--- src/rtl/branch_resolve_if.sv ---
// Execute-stage branch bundle: branch in, resolution pulses and fetch redirect out.
// BRANCH_STATS_EN adds the three statistics counters to the bundle.
interface branch_resolve_if #(parameter int n = 32);
  logic         br_valid;
  logic         br_ready;
  logic [2:0]   funct3;
  logic [2:0]   flags;
  logic [n-1:0] pc;
  logic [n-1:0] imm;
  logic         pred_taken;
  logic         taken;
  logic         resolved;
  logic         flush;
  logic         redir_valid;
  logic         redir_ready;
  logic [n-1:0] redir_pc;
  logic         illegal;
  logic         misalign;
`ifdef BRANCH_STATS_EN
  logic [n-1:0] stat_resolved;
  logic [n-1:0] stat_taken;
  logic [n-1:0] stat_mispred;

  modport master (
    output br_valid, funct3, flags, pc, imm, pred_taken, redir_ready,
    input  br_ready, taken, resolved, flush, redir_valid, redir_pc, illegal, misalign,
    input  stat_resolved, stat_taken, stat_mispred
  );
  modport slave (
    input  br_valid, funct3, flags, pc, imm, pred_taken, redir_ready,
    output br_ready, taken, resolved, flush, redir_valid, redir_pc, illegal, misalign,
    output stat_resolved, stat_taken, stat_mispred
  );
`else
  modport master (
    output br_valid, funct3, flags, pc, imm, pred_taken, redir_ready,
    input  br_ready, taken, resolved, flush, redir_valid, redir_pc, illegal, misalign
  );
  modport slave (
    input  br_valid, funct3, flags, pc, imm, pred_taken, redir_ready,
    output br_ready, taken, resolved, flush, redir_valid, redir_pc, illegal, misalign
  );
`endif
endinterface

--- src/rtl/branch_resolve.sv ---
// Branch resolution: direction, next PC, mispredict flush and held fetch redirect.
// Optional counters (stat_resolved/taken/mispred) are built when BRANCH_STATS_EN is defined.
module branch_resolve #(
  parameter int n = 32
) (
  input logic            clk_i,
  input logic            rst_i,
  branch_resolve_if.slave bus
);

  typedef enum logic {IDLE, REDIRECT} state_t;

  state_t       state_q, state_d;
  logic         accept;
  logic         dir_c, illegal_c, misalign_c, mispred_c, go_redir;
  logic [n-1:0] target_c;
  logic         taken_q, resolved_q, flush_q, illegal_q, misalign_q;
  logic         taken_d, resolved_d, flush_d, illegal_d, misalign_d;
  logic [n-1:0] redir_pc_q, redir_pc_d;

  assign accept = bus.br_valid && (state_q == IDLE);

  // flags: [0] equal, [1] signed ge, [2] unsigned ge
  always_comb begin
    dir_c     = 1'b0;
    illegal_c = 1'b0;
    case (bus.funct3)
      3'b000:  dir_c = bus.flags[0];
      3'b001:  dir_c = !bus.flags[0];
      3'b100:  dir_c = !bus.flags[1];
      3'b101:  dir_c = bus.flags[1];
      3'b110:  dir_c = !bus.flags[2];
      3'b111:  dir_c = bus.flags[2];
      default: illegal_c = 1'b1;
    endcase
    target_c   = dir_c ? (bus.pc + bus.imm) : (bus.pc + {{(n-3){1'b0}}, 3'd4});
    misalign_c = dir_c && (target_c[1:0] != 2'b00);
    mispred_c  = (dir_c != bus.pred_taken);
    go_redir   = accept && mispred_c && !misalign_c;
  end

  always_ff @(posedge clk_i or posedge rst_i) begin
    if (rst_i) state_q <= IDLE;
    else       state_q <= state_d;
  end

  always_comb begin
    state_d = state_q;
    case (state_q)
      IDLE:     if (go_redir) state_d = REDIRECT;
      REDIRECT: if (bus.redir_ready) state_d = IDLE;
      default:  state_d = IDLE;
    endcase
  end

  always_comb begin
    bus.br_ready    = (state_q == IDLE);
    bus.redir_valid = (state_q == REDIRECT);
    bus.redir_pc    = redir_pc_q;
    bus.taken       = taken_q;
    bus.resolved    = resolved_q;
    bus.flush       = flush_q;
    bus.illegal     = illegal_q;
    bus.misalign    = misalign_q;
  end

  // Pulses last exactly one cycle after the accepting edge
  always_comb begin
    taken_d    = accept && dir_c;
    resolved_d = accept;
    flush_d    = go_redir;
    illegal_d  = accept && illegal_c;
    misalign_d = accept && misalign_c;
    redir_pc_d = go_redir ? target_c : redir_pc_q;
  end

  always_ff @(posedge clk_i or posedge rst_i) begin
    if (rst_i) begin
      taken_q    <= 1'b0;
      resolved_q <= 1'b0;
      flush_q    <= 1'b0;
      illegal_q  <= 1'b0;
      misalign_q <= 1'b0;
      redir_pc_q <= '0;
    end else begin
      taken_q    <= taken_d;
      resolved_q <= resolved_d;
      flush_q    <= flush_d;
      illegal_q  <= illegal_d;
      misalign_q <= misalign_d;
      redir_pc_q <= redir_pc_d;
    end
  end

`ifdef BRANCH_STATS_EN
  logic [n-1:0] stat_res_q, stat_tk_q, stat_mis_q;
  logic [n-1:0] stat_res_d, stat_tk_d, stat_mis_d;

  // Misaligned branches never count as mispredicts
  always_comb begin
    stat_res_d = stat_res_q;
    stat_tk_d  = stat_tk_q;
    stat_mis_d = stat_mis_q;
    if (accept) begin
      stat_res_d = stat_res_q + 1'b1;
      if (dir_c) stat_tk_d = stat_tk_q + 1'b1;
      if (mispred_c && !misalign_c) stat_mis_d = stat_mis_q + 1'b1;
    end
  end

  always_ff @(posedge clk_i or posedge rst_i) begin
    if (rst_i) begin
      stat_res_q <= '0;
      stat_tk_q  <= '0;
      stat_mis_q <= '0;
    end else begin
      stat_res_q <= stat_res_d;
      stat_tk_q  <= stat_tk_d;
      stat_mis_q <= stat_mis_d;
    end
  end

  assign bus.stat_resolved = stat_res_q;
  assign bus.stat_taken    = stat_tk_q;
  assign bus.stat_mispred  = stat_mis_q;
`endif

endmodule

--- src/flat_wrapper.sv ---
// flat-port wrapper written by rule: the top's interface ports become plain ports
module branch_resolve_flat 
#(
  parameter int n = 32
)
  (clk_i, rst_i, bus_br_valid, bus_funct3, bus_flags, bus_pc, bus_imm, bus_pred_taken, bus_redir_ready, bus_br_ready, bus_taken, bus_resolved, bus_flush, bus_redir_valid, bus_redir_pc, bus_illegal, bus_misalign);
  branch_resolve_if #(.n(n)) bus_i ();
  input logic clk_i;
  input logic rst_i;
  input wire logic [$bits(bus_i.br_valid)-1:0] bus_br_valid;
  input wire logic [$bits(bus_i.funct3)-1:0] bus_funct3;
  input wire logic [$bits(bus_i.flags)-1:0] bus_flags;
  input wire logic [$bits(bus_i.pc)-1:0] bus_pc;
  input wire logic [$bits(bus_i.imm)-1:0] bus_imm;
  input wire logic [$bits(bus_i.pred_taken)-1:0] bus_pred_taken;
  input wire logic [$bits(bus_i.redir_ready)-1:0] bus_redir_ready;
  output wire logic [$bits(bus_i.br_ready)-1:0] bus_br_ready;
  output wire logic [$bits(bus_i.taken)-1:0] bus_taken;
  output wire logic [$bits(bus_i.resolved)-1:0] bus_resolved;
  output wire logic [$bits(bus_i.flush)-1:0] bus_flush;
  output wire logic [$bits(bus_i.redir_valid)-1:0] bus_redir_valid;
  output wire logic [$bits(bus_i.redir_pc)-1:0] bus_redir_pc;
  output wire logic [$bits(bus_i.illegal)-1:0] bus_illegal;
  output wire logic [$bits(bus_i.misalign)-1:0] bus_misalign;
  assign bus_i.br_valid = bus_br_valid;
  assign bus_i.funct3 = bus_funct3;
  assign bus_i.flags = bus_flags;
  assign bus_i.pc = bus_pc;
  assign bus_i.imm = bus_imm;
  assign bus_i.pred_taken = bus_pred_taken;
  assign bus_i.redir_ready = bus_redir_ready;
  assign bus_br_ready = bus_i.br_ready;
  assign bus_taken = bus_i.taken;
  assign bus_resolved = bus_i.resolved;
  assign bus_flush = bus_i.flush;
  assign bus_redir_valid = bus_i.redir_valid;
  assign bus_redir_pc = bus_i.redir_pc;
  assign bus_illegal = bus_i.illegal;
  assign bus_misalign = bus_i.misalign;
  branch_resolve #(.n(n)) u_core (.clk_i(clk_i), .rst_i(rst_i), .bus(bus_i));
endmodule
--- config.mk ---
export PLATFORM = sky130hd
export DESIGN_NAME = branch_resolve_flat
export DESIGN_NICKNAME = d
export VERILOG_FILES = /design/src/rtl/branch_resolve_if.sv /design/src/rtl/branch_resolve.sv /design/src/flat_wrapper.sv
export SDC_FILE = /design/constraint.sdc
export NUM_CORES = 1
export LEC_CHECK = 0
export ABC_AREA = 1
export CAP_MARGIN = 20
export CORE_MARGIN = 2
export CORE_UTILIZATION = 57
export CTS_BUF_LIST = sky130_fd_sc_hd__clkbuf_2 sky130_fd_sc_hd__clkbuf_4 sky130_fd_sc_hd__clkbuf_8
export DETAILED_ROUTE_END_ITERATION = 10
export GPL_TIMING_DRIVEN = 0
export PLACE_DENSITY_LB_ADDON = 0.08
export SYNTH_ARGS = -nofsm -noshare
export SYNTH_HDL_FRONTEND = slang
export SYNTH_SLANG_ARGS = --single-unit
--- constraint.sdc ---
create_clock -name clk_i -period 3.45 [get_ports clk_i]
set_input_delay 0.69 -clock clk_i [delete_from_list [all_inputs] [get_ports clk_i]]
set_output_delay 0.69 -clock clk_i [all_outputs]
set_load 0.005 [all_outputs]
[Word-level counts from Yosys, hierarchy flattened]
Cells that the tools add are included.
Storage, ports and cells
  output and inout bits: 39
  bits of input ports: 75
  bits in registers: 38
  logic and storage cells: 36
Operators by class
  bitwise operators: 1
  equality and inequality tests: 6
  reduce and logical (&&, ||, !) cells: 14
  add/sub/neg operators: 2
  multiplexer cells: 6
Operators with widths (number)
  $add A32 B3 Y32 const B: 1
  $add A32 B32 Y32: 1
  $mux W32: 1
  $eq A3 B3 Y1 const B: 4
  $logic_and A1 B1 Y1: 7
  $pmux W1 S6: 1
  $reduce_or A6 Y1: 1
  $logic_not A1 Y1: 4
  $eq A3 B1 Y1 const B: 1
  $logic_not A3 Y1: 1
  $mux W1: 3
  $pmux W1 S2: 1
  $reduce_bool A2 Y1: 1
  $ne A1 B1 Y1: 1
  $not A1 Y1: 1

[Logic depth before layout (Yosys ltp)]
Gate-level depths: netlist (run 1).
  depth in word-level cells: 9
  depth in mapped cells: 15
  depth with buffers taken out: 15

[Worst setup path after synthesis (run 1)]
Ideal clock, no wire load.
  path type: input -> register
  from: in bus_imm[0]
  to: reg u_core.redir_pc_q[23] (netlist: u_core.bus.redir_pc[23])
  setup time: 120 ps
  stages: 12
  data arrival time: 2285 ps
  data required time: 3330 ps
  path slack: 1045 ps
  path buffers: 1
  cells stage by stage: ha_1 inv_1 fa_1 inv_1 or2_2 nand2_2 nand2_2 inv_2 nand2_8 buf_6 nor2_1 a21oi_2
On the way
  cells in the longest elaborated chain, start to end: 6
RTL lines
  start: declaration: line flat_wrapper.sv:14  | input wire logic [$bits(bus_i.imm)-1:0] bus_imm;
  $add A32 B32 Y32 *: line branch_resolve.sv:36  | target_c = dir_c ? (bus.pc + bus.imm) : (bus.pc + {{(n-3){1'b0}}, 3'd4});
  $mux W32 *: line branch_resolve.sv:36
  $reduce_bool A2 Y1: line branch_resolve.sv:37  | misalign_c = dir_c && (target_c[1:0] != 2'b00);
  $logic_and A1 B1 Y1: line branch_resolve.sv:37
  $logic_not A1 Y1: line branch_resolve.sv:39  | go_redir = accept && mispred_c && !misalign_c;
  $logic_and A1 B1 Y1: line branch_resolve.sv:39
  end signal: assignment: line branch_resolve.sv:91  | redir_pc_q <= redir_pc_d;
  end: declaration: line branch_resolve.sv:19  | logic [n-1:0] redir_pc_q, redir_pc_d;
Every way passes the cells marked *; elsewhere a longest branch is shown, timed or not.
A chain may end at the register's enable or synchronous reset.

[Worst setup path after layout (run 1)]
  from: in bus_pc[0]
  to: reg u_core.redir_pc_q[28] (netlist: u_core.bus.redir_pc[28])
On the way
  cells in the longest elaborated chain, start to end: 6
  elaborated cells between the ends (all ways): 7
  classes of those cells: 2 x add/sub; 1 x mux; 4 x reduce/logical
RTL lines
  start: declaration: line flat_wrapper.sv:13  | input wire logic [$bits(bus_i.pc)-1:0] bus_pc;
  $add A32 B3 Y32 / $add A32 B32 Y32 (equally long branches): line branch_resolve.sv:36
  $mux W32 *: line branch_resolve.sv:36
  $reduce_bool A2 Y1: line branch_resolve.sv:37
  $logic_and A1 B1 Y1: line branch_resolve.sv:37
  $logic_not A1 Y1: line branch_resolve.sv:39
  $logic_and A1 B1 Y1: line branch_resolve.sv:39
Marks and branches as above.

==> results of run 1 <==
## synth_stat cells
| library cell | number |
|---|---|
| nand2_1 | 371 |
| inv_1 | 145 |
| nor2_1 | 122 |
| nand3_1 | 61 |
| a21oi_1 | 41 |
| dfrtp_1 | 38 |
| ha_1 | 32 |
| nand3b_1 | 15 |
| o21ai_0 | 14 |
| xor2_1 | 12 |
| a21oi_2 | 8 |
| xnor2_1 | 7 |
| buf_2 | 5 |
| o211ai_1 | 5 |
| buf_6 | 4 |
| nor3_1 | 4 |
| inv_2 | 3 |
| nand4_1 | 3 |
| or2_2 | 3 |
| buf_8 | 2 |
| nand2_2 | 2 |
| o21ai_1 | 2 |
| o21bai_1 | 2 |
| a21o_1 | 1 |
| a21oi_4 | 1 |
| and3_1 | 1 |
| buf_4 | 1 |
| clkbuf_1 | 1 |
| fa_1 | 1 |
| inv_6 | 1 |
| nand2_4 | 1 |
| nand2_8 | 1 |
| nand3_2 | 1 |
| nor2_2 | 1 |
| o211ai_2 | 1 |
| o22ai_1 | 1 |
| or2_1 | 1 |
## metal layers
layer	track usage, %	vias up	wire, um	share of wire [%]
met5	0	-	0	0
met4	9.378	0	358	2.1
met1	44.71	2739	6934	41
met2	62.12	296	8072	48
li1	-	3050	-	-
met3	4.223	31	1473	8.7
## worst paths after layout
| check | start | endpoint | slack, ps | cells after the start |
|---|---|---|---|---|
| max reg2reg | u_core.bus.redir_valid | u_core.bus.redir_pc[22] | 1900 | 7 |
| max | bus_pc[0] | u_core.bus.redir_pc[28] | 480 | 13 |
| min reg2reg | u_core.bus.redir_pc[10] | u_core.bus.redir_pc[10] | 490 | 2 |
| min in group asynchronous | rst_i | u_core.bus.redir_pc[25] | 890 | 2 |
| max in group asynchronous | rst_i | u_core.bus.redir_pc[10] | 2060 | 2 |
| min | u_core.bus.redir_pc[10] | u_core.bus.redir_pc[10] | 490 | 2 |
## kinds of logic (layout without fill, tap and decap cells)
kind of cell	after synthesis	after routing
and+or+nand+nor	587	587
buffers and inverters	162	282
AOI/OAI and AO/OA	76	76
DFF	38	38
adders and majority gates	33	33
xor gates and xnor gates	19	19
## cells in the final DEF, fill, tap and decap left out, types with 3 or more instances in the layout
cell / count
inv_2: 4
clkbuf_8: 5
nand3b_1: 15
o21ai_0: 14
xnor2_1: 7
buf_2: 5
a21oi_1: 41
clkdlybuf4s50_1: 113
buf_6: 4
dfrtp_1: 38
o211ai_1: 5
nand3_1: 61
or2_2: 3
nor2_1: 122
ha_1: 32
inv_1: 144
nand4_1: 3
nor3_1: 4
nand2_1: 371
xor2_1: 12
a21oi_2: 8
## through the flow
stage / hold WS, ps / utilization [%] / cells / cell area [um2]
after CTS: 489.8 / 73.83 / 1143 / 6407
after global placement: 461.9 / 72.92 / 1136 / 6329
after detailed placement: 469.3 / 72.92 / 1136 / 6329
after global routing: 514.8 / 73.83 / 1143 / 6407
after floorplan: 471.9 / - / 915 / 5062
final: 486.2 / 73.83 / 1143 / 6407
## power by group through the flow
stage	Clock, W	Combinational, W	Sequential, W
6_report	0.000302	0.00143	0.000760
5_1_grt	0.000311	0.00156	0.000783
4_1_cts	0.000296	0.00141	0.000760
3_5_place_dp	0	0.00141	0.000770
3_3_place_gp	0	0.00137	0.000748
2_1_floorplan	0	0.000678	0.000768
## worst min-delay path, delay by kind of cell, from the launching register on
kind          cells  cell delay, ps
simple gates      2             100
flops             1             350
## area by class of cell
type,instances,share of cell area [%]
Timing Repair Buffer,113,17.65
Clock inverter,2,0.1562
Multi-Input combinational cell,715,53.62
Sequential cell,38,14.84
Tap cell,108,2.109
Inverter,149,8.807
Buffer,13,1.738
Clock buffer,5,1.074
## registers in the layout (all words and copies together) (netlist names)
name                    count
u_core.bus.misalign         1
u_core.bus.redir_pc        32
u_core.bus.flush            1
u_core.bus.redir_valid      1
u_core.bus.illegal          1
u_core.bus.taken            1
u_core.bus.resolved         1
==> results.py, run 1 <==
metrics = {
    "pwr": {
        "p_int_w": 0.001497,
        "combinationalPowerShare_pct": 57.3,
        "switchingPower_w": 0.0009907,
        "pwr-share-seq_pct": 30.6,
        "ir_drop_uv": 179.2,
        "switching_share_pct": 39.83,
        "p_clk_share_pct": 12.1,
        "finalPower_w": 0.002487,
        "p_per_area_mw_per_mm2": 388.2,
        "p_leak_nw": 3.513,
    },
    "synth": {
        "yosysSeqAreaShare_pct": 18.78,
        "synth_mux_area_share_pct": 0,
        "synth_compound_area_share_pct": 8.898,
        "syn_area_mm2": 0.005062,
        "synthAdderAreaFrac_pct": 8.304,
        "synthSimpleGateAreaFrac_pct": 47.38,
        "ys_warn_count": 0,
        "synth_largest_area_cell": "nand2_1",
        "synth.distinct_cells": 37,
        "synth.area.top_cells": "nand2_1, dfrtp_1, inv_1",
        "synthXorXnorAreaFrac_pct": 3.287,
        "synth-seq-cells": 38,
        "syn_nets": 1023,
        "avgSynthCellArea_um2": 5.533,
        "synth_top_family_by_area": "simple AND/OR/NAND/NOR gates",
        "netlist.area_leader.share_pct": 27.51,
        "synth_cells": 915,
    },
    "sta": {
        "max_freq_mhz": 336.2,
        "timing.final.max_slew_violations": 0,
        "rsz0062_at_grt": "false",
        "finalSetupViolations": 0,
        "hold_violations": 0,
        "fin_ws_ps": 475.7,
        "slew_headroom_pct": 46.64,
        "worst_pin_slew_ps": 799.3,
        "skew_ps": 7.533,
        "finalCriticalPeriod_ps": 2974,
        "tns_ps": 0,
        "period_share_pct": 86.21,
    },
    "critical_path": {
        "path_common_cell": "nand3_1",
        "cp_num_buf_inv": 3,
        "cp-end-kind": "register",
        "critPathKind": "input port to register",
        "required_ps": 3680,
        "cp_top_family": "simple AND/OR/NAND/NOR gates",
        "critPathMaxStageDelay_ps": 490,
        "cp-start-kind": "input port",
        "crit_fanout": 4,
        "cpMaxStageDelayCell": "clkdlybuf4s50_1",
        "crit_chain": "clkdlybuf4s50_1 -> ha_1 -> inv_1 -> fa_1 -> inv_1 -> nand3_1 -> nand3_1 -> nand3_1 -> nand3_1 -> nand2_1 -> nand3_1 -> nand3_1 -> a21oi_2",
        "cp.arrival_ps": 3200,
    },
    "clock_network": {
        "ctsResizeCount": 0,
        "numCtsBuffers": 5,
        "clock_sinks": 38,
        "clk_pin_slew_ps": 80,
        "cts.path.max_buffers": 2,
        "worstSkewPairLatency_ps": 300,
        "root_buffer": "clkbuf_8",
        "cts_tree": "built",
        "post_cts_buffers": 0,
        "cts_hold_buf": 0,
        "h-tree-depth": 2,
    },
    "global_route": {
        "grt_overflow": 0,
        "grt_pass1_wl_mm": 26.90,
        "grt_max_degree": 39,
        "first_global_vias": 5608,
        "antenna_found_initial": 0,
        "track_usage_pct": 34.88,
    },
    "layout": {
        "drive_gt1_share_pct": 4.155,
        "area_growth_pct": 26.57,
        "multi_input_area_mm2": 0.003436,
        "fillers": 818,
        "regArea_um2": 950.9,
        "antenna_cells": 0,
        "nets": 1143,
    },
    "die": {
        "dieWidth_um": 98.24,
        "fp-row-count": 34,
        "die_y_um": 98.24,
        "io_pins": 114,
        "dieArea_mm2": 0.009651,
        "initial_utilization_pct": 58.33,
        "core_mm2": 0.008678,
    },
    "worst_hold_path": {
        "min_path_type": "register to register",
    },
    "drt": {
        "vias": 6116,
        "vias_per_cell": 5.351,
        "drt_iter0_drc": 441,
        "routedWlPerCell_um": 14.73,
        "drc": 0,
        "dr.pass1.iters": 5,
        "drtAntennaViolNets": 0,
        "wirelength_mm": 16.84,
    },
    "placement": {
        "globalplace.congestion": 0.9927,
        "place_hpwl_mm": 14.16,
        "port_buffers": 113,
        "place_ws_ps": 228.4,
    },
    "outcome": {
        "status": "completed",
    },
    "job": {
        "cap_viol_max_count": 0,
    },
}
Power figures use the tool's default switching activity.
==> inputs of run 2 (changes only) <==
--- a/config.mk
+++ b/config.mk
@@ -6,7 +6,6 @@
 export NUM_CORES = 1
 export LEC_CHECK = 0
 export ABC_AREA = 1
-export CAP_MARGIN = 20
 export CORE_MARGIN = 2
 export CORE_UTILIZATION = 57
 export CTS_BUF_LIST = sky130_fd_sc_hd__clkbuf_2 sky130_fd_sc_hd__clkbuf_4 sky130_fd_sc_hd__clkbuf_8
==> results of run 2 <==
Final layout, timing and power as in run 1 (identical DEF).
